$ cat src/rtl/reglk_bank.sv
// reglk_bank: register-lock bank for the peripheral fabric.
// Holds the per-peripheral lock words and drives them onto reglk_ctrl_o.
// Features: sticky per-word write locks, per-word read hiding, and a timed
// two-key software unlock. Repeated unlock failures seal the bank until reset.
module reglk_bank #(
    parameter int unsigned NB_PERIPHERALS = 14,
    parameter int unsigned LK_BITS        = 8,
    parameter int unsigned WORD_W         = 32,
    parameter int unsigned TIMEOUT        = 15,
    parameter int unsigned MAX_FAIL       = 3,
    parameter logic [31:0] KEY_A          = 32'hA5C3_0F1E,
    parameter logic [31:0] KEY_B          = 32'h5A3C_F0E1
) (
    input  logic                                clk_i,
    input  logic                                rst_i,
    input  logic                                jtag_unlock_i,
    input  logic                                en_i,
    input  logic                                we_i,
    input  logic [7:0]                          addr_i,
    input  logic [63:0]                         wdata_i,
    output logic [63:0]                         rdata_o,
    output logic                                rvalid_o,
    output logic                                err_o,
    output logic [NB_PERIPHERALS*LK_BITS-1:0]   reglk_ctrl_o
);

    localparam int unsigned CTRL_W = NB_PERIPHERALS * LK_BITS;
    localparam int unsigned NWORDS = (CTRL_W + WORD_W - 1) / WORD_W;
    localparam int unsigned FLAT_W = NWORDS * WORD_W;
    localparam int unsigned TMR_W  = (TIMEOUT < 1) ? 1 : $clog2(TIMEOUT + 1);

    localparam logic [4:0] IDX_LOCK   = 5'd16;
    localparam logic [4:0] IDX_HIDE   = 5'd17;
    localparam logic [4:0] IDX_UNLOCK = 5'd18;
    localparam logic [4:0] IDX_STATUS = 5'd19;

    typedef enum logic {StIdle, StArmed} state_e;

    // State
    logic [WORD_W-1:0] r_data [NWORDS];
    logic [NWORDS-1:0] r_lock;
    logic [NWORDS-1:0] r_hide;
    state_e            r_state;
    logic [TMR_W-1:0]  r_timer;
    logic [3:0]        r_fail_cnt;
    logic              r_sealed;
    logic [63:0]       r_rdata;
    logic              r_rvalid;
    logic              r_err;

    // Decode
    logic [4:0]        w_idx;
    logic              w_wr;
    logic              w_rd;
    logic [NWORDS-1:0] w_sel;
    logic              w_is_data;
    logic              w_data_locked;
    logic              w_data_rej;
    logic              w_unl_wr;
    logic [31:0]       w_key;
    logic              w_fail;
    logic              w_arm;
    logic              w_key_ok;
    logic              w_seal_rej;
    logic [3:0]        w_fail_next;
    logic [63:0]       w_rdata;
    logic [FLAT_W-1:0] w_flat;
    logic              w_unused;

    assign w_idx         = addr_i[7:3];
    assign w_wr          = en_i & we_i;
    assign w_rd          = en_i & ~we_i;
    assign w_key         = wdata_i[31:0];
    assign w_is_data     = |w_sel;
    assign w_data_locked = |(w_sel & r_lock);
    assign w_data_rej    = w_wr & w_is_data & w_data_locked;
    assign w_unl_wr      = w_wr & (w_idx == IDX_UNLOCK);
    // Saturating increment; sealing happens when this reaches MAX_FAIL.
    assign w_fail_next   = (r_fail_cnt >= 4'(MAX_FAIL)) ? r_fail_cnt : r_fail_cnt + 4'd1;

    // One-hot select of the addressed DATA word (all zero for other indices)
    always_comb begin
        w_sel = '0;
        for (int unsigned i = 0; i < NWORDS; i++) begin
            w_sel[i] = (w_idx == 5'(i));
        end
    end

    // Unlock sequencer decisions for this cycle; a write beats timer expiry
    always_comb begin
        w_fail     = 1'b0;
        w_arm      = 1'b0;
        w_key_ok   = 1'b0;
        w_seal_rej = 1'b0;
        if (w_unl_wr) begin
            if (r_sealed) begin
                w_seal_rej = 1'b1;
            end else if (r_state == StIdle) begin
                if (w_key == KEY_A) w_arm = 1'b1;
                else                w_fail = 1'b1;
            end else begin
                if (w_key == KEY_B) w_key_ok = 1'b1;
                else                w_fail = 1'b1;
            end
        end else if (r_state == StArmed && r_timer == '0) begin
            w_fail = 1'b1;
        end
    end

    // Read mux; hidden DATA words and write-only/unmapped indices read as 0
    always_comb begin
        w_rdata = '0;
        if (w_rd) begin
            if (w_is_data) begin
                for (int unsigned i = 0; i < NWORDS; i++) begin
                    if (w_sel[i] && !r_hide[i]) w_rdata[WORD_W-1:0] = r_data[i];
                end
            end else if (w_idx == IDX_LOCK) begin
                w_rdata[NWORDS-1:0] = r_lock;
            end else if (w_idx == IDX_HIDE) begin
                w_rdata[NWORDS-1:0] = r_hide;
            end else if (w_idx == IDX_STATUS) begin
                w_rdata[0]   = r_sealed;
                w_rdata[1]   = (r_state == StArmed);
                w_rdata[7:4] = r_fail_cnt;
            end
        end
    end

    // Flatten data words, word 0 in the LSBs
    always_comb begin
        w_flat = '0;
        for (int unsigned i = 0; i < NWORDS; i++) begin
            w_flat[i*WORD_W +: WORD_W] = r_data[i];
        end
    end

    // All state: reset, then debug restore, then bus writes and unlock FSM
    always_ff @(posedge clk_i) begin
        if (rst_i) begin
            for (int unsigned i = 0; i < NWORDS; i++) r_data[i] <= '1;
            r_lock     <= '0;
            r_hide     <= '0;
            r_state    <= StIdle;
            r_timer    <= '0;
            r_fail_cnt <= '0;
            r_sealed   <= 1'b0;
            r_rdata    <= '0;
            r_rvalid   <= 1'b0;
            r_err      <= 1'b0;
        end else begin
            r_rvalid <= w_rd;
            r_rdata  <= w_rdata;
            if (jtag_unlock_i) begin
                // fail_cnt and sealed deliberately survive a debug restore
                for (int unsigned i = 0; i < NWORDS; i++) r_data[i] <= '1;
                r_lock  <= '0;
                r_hide  <= '0;
                r_state <= StIdle;
                r_timer <= '0;
                r_err   <= 1'b0;
            end else begin
                r_err <= w_data_rej | w_fail | w_seal_rej;
                if (w_wr && w_is_data && !w_data_locked) begin
                    for (int unsigned i = 0; i < NWORDS; i++) begin
                        if (w_sel[i]) r_data[i] <= wdata_i[WORD_W-1:0];
                    end
                end
                if (w_wr && w_idx == IDX_LOCK) r_lock <= r_lock | wdata_i[NWORDS-1:0];
                if (w_wr && w_idx == IDX_HIDE) r_hide <= r_hide | wdata_i[NWORDS-1:0];
                if (w_key_ok) begin
                    r_lock     <= '0;
                    r_hide     <= '0;
                    r_fail_cnt <= '0;
                    r_state    <= StIdle;
                end else if (w_arm) begin
                    r_state <= StArmed;
                    r_timer <= TMR_W'(TIMEOUT);
                end else if (w_fail) begin
                    r_state    <= StIdle;
                    r_fail_cnt <= w_fail_next;
                    if (w_fail_next == 4'(MAX_FAIL)) r_sealed <= 1'b1;
                end else if (r_state == StArmed) begin
                    r_timer <= r_timer - TMR_W'(1);
                end
            end
        end
    end

    assign rdata_o      = r_rdata;
    assign rvalid_o     = r_rvalid;
    assign err_o        = r_err;
    assign reglk_ctrl_o = w_flat[CTRL_W-1:0];

    // Address offset bits and upper data bits are intentionally unused
    assign w_unused = ^{addr_i[2:0], wdata_i, w_flat};

endmodule

$ cat config.mk
export PLATFORM = sky130hd
export DESIGN_NAME = reglk_bank
export DESIGN_NICKNAME = d
export VERILOG_FILES = /design/src/rtl/reglk_bank.sv
export SDC_FILE = /design/constraint.sdc
export NUM_CORES = 1
export LEC_CHECK = 0
export ABC_CLOCK_PERIOD_IN_PS = 7100
export BUFFER_PORTS_ARGS = -buffer_cell sky130_fd_sc_hd__buf_2
export CORE_ASPECT_RATIO = 0.75
export CORE_UTILIZATION = 50
export CTS_CLUSTER_DIAMETER = 120
export DETAILED_ROUTE_END_ITERATION = 8
export PLACE_DENSITY = 0.82
export SETUP_SLACK_MARGIN = 0.5
export SKIP_LAST_GASP = 1
export SYNTH_ARGS = -nofsm -noshare
export SYNTH_HDL_FRONTEND = slang
export SYNTH_SLANG_ARGS = --single-unit
$ cat constraint.sdc
create_clock -name clk_i -period 7.1 [get_ports clk_i]
set_input_delay 0.71 -clock clk_i [delete_from_list [all_inputs] [get_ports clk_i]]
set_output_delay 0.71 -clock clk_i [all_outputs]
set_load 0.02 [all_outputs]
==> flow_summary.json <==
{
  "wl_per_cell_um": 20.3,
  "synth_seq_cells": 180,
  "die_w_um": 144,
  "post_cts_buffers": 0,
  "hold_path_end": "rdata_o[18]",
  "cp-start-kind": "primary input",
  "cap_viol_max_count": 0,
  "fin_nets": 871,
  "dieArea_mm2": 0.0155,
  "r2r_cells": 5,
  "worstSetupPathType": "in -> reg",
  "dp_slack_ns": 3.24,
  "period_minus_slack_ns": 3.44,
  "area_growth_pct": 19.6,
  "yosysSeqAreaShare_pct": 60.7,
  "globalplace.congestion": 0.879,
  "numCtsBuffers": 17,
  "hpwl_mm": 13.7,
  "clock_skew_ns": 0.00916,
  "p_sw_share_pct": 24.8,
  "yosysTopAreaCell": "edfxtp_1",
  "portBuffers": 187,
  "total_power_w": 0.00221,
  "tritoncts": "done",
  "start_util_pct": 51.5,
  "drv_slew": 0,
  "p_leak_nw": 3.14,
  "first_pass_iters": 6,
  "synth_top_area_share_pct": 38.3,
  "cts_resized": 0,
  "cts_hold_buffers": 0,
  "timing.rr.end": "r_data[1][28]",
  "ys_types": 50,
  "overflow": 0,
  "relSlewSlack_pct": 17.3,
  "clock_latency_ns": 0.42,
  "min_path_cells": 2,
  "synth_edf_count": 96,
  "ios": 255,
  "ant_nets": 0,
  "power.internal_w": 0.00166,
  "fin_ws_ns": 3.66,
  "cts-root-buf": "clkbuf_16",
  "combinationalPowerShare_pct": 6.9,
  "cp.arrival_ns": 3.61,
  "endpoint_kind": "register",
  "status": "completed",
  "cts_buffer_depth": 2,
  "p_switching_w": 0.000548,
  "rsz0062_at_grt": "no",
  "power_density_mw_per_mm2": 245,
  "power_frac_seq_pct": 51.6,
  "final.setup.tns_ns": 0,
  "path_clk_slew_ns": 0.07,
  "synth_area_per_cell_um2": 12.0,
  "clkPwrFrac_pct": 41.4,
  "async_flop_share_pct": 0,
  "worstPathRequired_ns": 7.27,
  "tightest_slew_ns": 1.23,
  "drive_gt1_share_pct": 34.5,
  "grt_pass1_wl_mm": 30.2,
  "cp_max_fo": 18,
  "reg2reg_slack_ns": 3.89,
  "coreArea_mm2": 0.0146,
  "cts_num_sinks": 180,
  "viasPerCell": 5.70,
  "reg2reg_from": "r_lock[3]",
  "layout_worst_path_cycle_share_pct": 48.5,
  "yosys_warnings": 0,
  "hold_viol": 0,
  "track_usage_pct": 26.8,
  "synth_cells": 629,
  "hp-class": "reg -> reg",
  "n_antenna_cell": 0,
  "synthTopCellsByArea": "edfxtp_1, dfxtp_1, buf_4",
  "drt-initial-drc-count": 564,
  "htreeDepth": 4,
  "setup_viol": 0,
  "clock.fmax_mhz": 290,
  "finalWirelength_mm": 20.4,
  "peakVddDrop_mv": 0.154,
  "grt_max_degree": 33,
  "drc_errors": 0,
  "vias": 5720,
  "row_count": 38,
  "min-delay-start": "r_data[3][18]",
  "syn-cell-area_mm2": 0.00752,
  "grt_pass1_vias": 5426,
  "antenna_found_initial": 0,
  "synthFlopType": "edfxtp_1",
  "chipHeight_um": 108
}
[cells in the mapped netlist, drive strengths merged (3+ instances only)]
cell    count
nor3       10
or3         7
nor4bb      4
nand2      34
ha          3
buf        58
and4b       4
nor4b       6
a21oi      12
or2b       22
a211oi      5
clkbuf     28
nor3b       3
o22a       32
o21ai      37
o211ai      3
a222oi     32
dfxtp      84
a22oi       6
nor2       21
nand4       4
nand2b     15
o31ai       3
inv         5
or2        66
nand3       4
edfxtp     96
[logic make-up (layout without fill, tap and decap cells)]
logic type | count (synthesis) | count (layout) | share of synthesized area (%)
simple gates | 212 | 212 | 16.8
other cells | 1 | 32 | 0.0499
compound gates | 138 | 138 | 13.8
buf+inv | 91 | 235 | 7.47
mux | 4 | 4 | 0.732
flops | 180 | 180 | 60.7
fa+ha+maj | 3 | 3 | 0.499
[power groups by stage]
stage | clock network, W | logic [W] | registers [W]
after floorplan | 0 | 0.0000751 | 0.00119
after global placement | 0 | 0.000150 | 0.00116
after detailed placement | 0 | 0.000152 | 0.00116
after CTS | 0.000922 | 0.000152 | 0.00114
after global routing | 0.000966 | 0.000164 | 0.00114
final | 0.000914 | 0.000153 | 0.00114
[placed cells by master, fill, tap and decap left out, types with 5 or more instances in the layout]
cell type and n:
or2_1 33, a21oi_1 12, edfxtp_1 96, buf_4 11, or2_2 33, a211oi_1 5, nor2_1 19, a22oi_1 6
nand2b_1 15, o21ai_0 33, or3_1 7, conb_1 32, clkbuf_16 17, dfxtp_1 84, nor4b_1 6, nand2_1 34
buf_2 187, nor3_1 7, o22a_1 32, inv_1 5, or2b_1 22, a222oi_1 32
[flip-flops by register name, indices dropped and copies added (netlist names)]
signal / cells
rdata_o: 32
rvalid_o: 1
err_o: 1
r_lock: 4
r_fail_cnt: 4
r_hide: 4
r_state: 1
r_data: 128
r_timer: 4
r_sealed: 1
[cell type report]
type,count,area [um2]
Fill cell,1200,5610
Timing Repair Buffer,198,1020
Multi-Input combinational cell,389,2570
Clock buffer,18,429
Inverter,5,18.8
Clock inverter,14,143
Tap cell,200,250
Sequential cell,180,4560
[per-layer routing]
layer | global-route usage [%] | wire [um] | vias to the layer above
met5 | 0 | 0 | -
met4 | 6.84 | 178 | 0
met3 | 7.48 | 2260 | 12
met2 | 42.9 | 9260 | 336
met1 | 36.0 | 8700 | 2784
li1 | - | - | 2588
[how the worst max path moves through the flow]
stage | startpoint | endpoint | slack [ns] | cells past startpoint
global placement | addr_i[3] | r_data[1][30] | 3.25 | 6
CTS | addr_i[3] | r_data[1][7] | 3.67 | 6
floorplan | addr_i[3] | r_data[3][0] | 2.50 | 5
finish | addr_i[3] | r_data[1][28] | 3.66 | 6
global route | addr_i[3] | r_data[1][30] | 3.47 | 6
detailed placement | addr_i[3] | r_data[1][7] | 3.24 | 6
[stage by stage]
step	hold WS, ns	std cells	utilization (%)	area, um2
floorplan	0.418	660	-	7640
global placement	0.426	972	57.7	8420
detailed placement	0.435	972	57.7	8420
CTS	0.452	1004	61.6	8990
global route	0.476	1004	61.6	8990
finish	0.448	1004	61.6	8990
[critical path, cell delays in order]
cell	delay (ns)
buf_2	0.20
mux4_2	0.55
or3_1	0.60
nor3_2	0.88
buf_4	0.39
or2b_1	0.25
No activity file was read; power rests on OpenSTA's default activity.
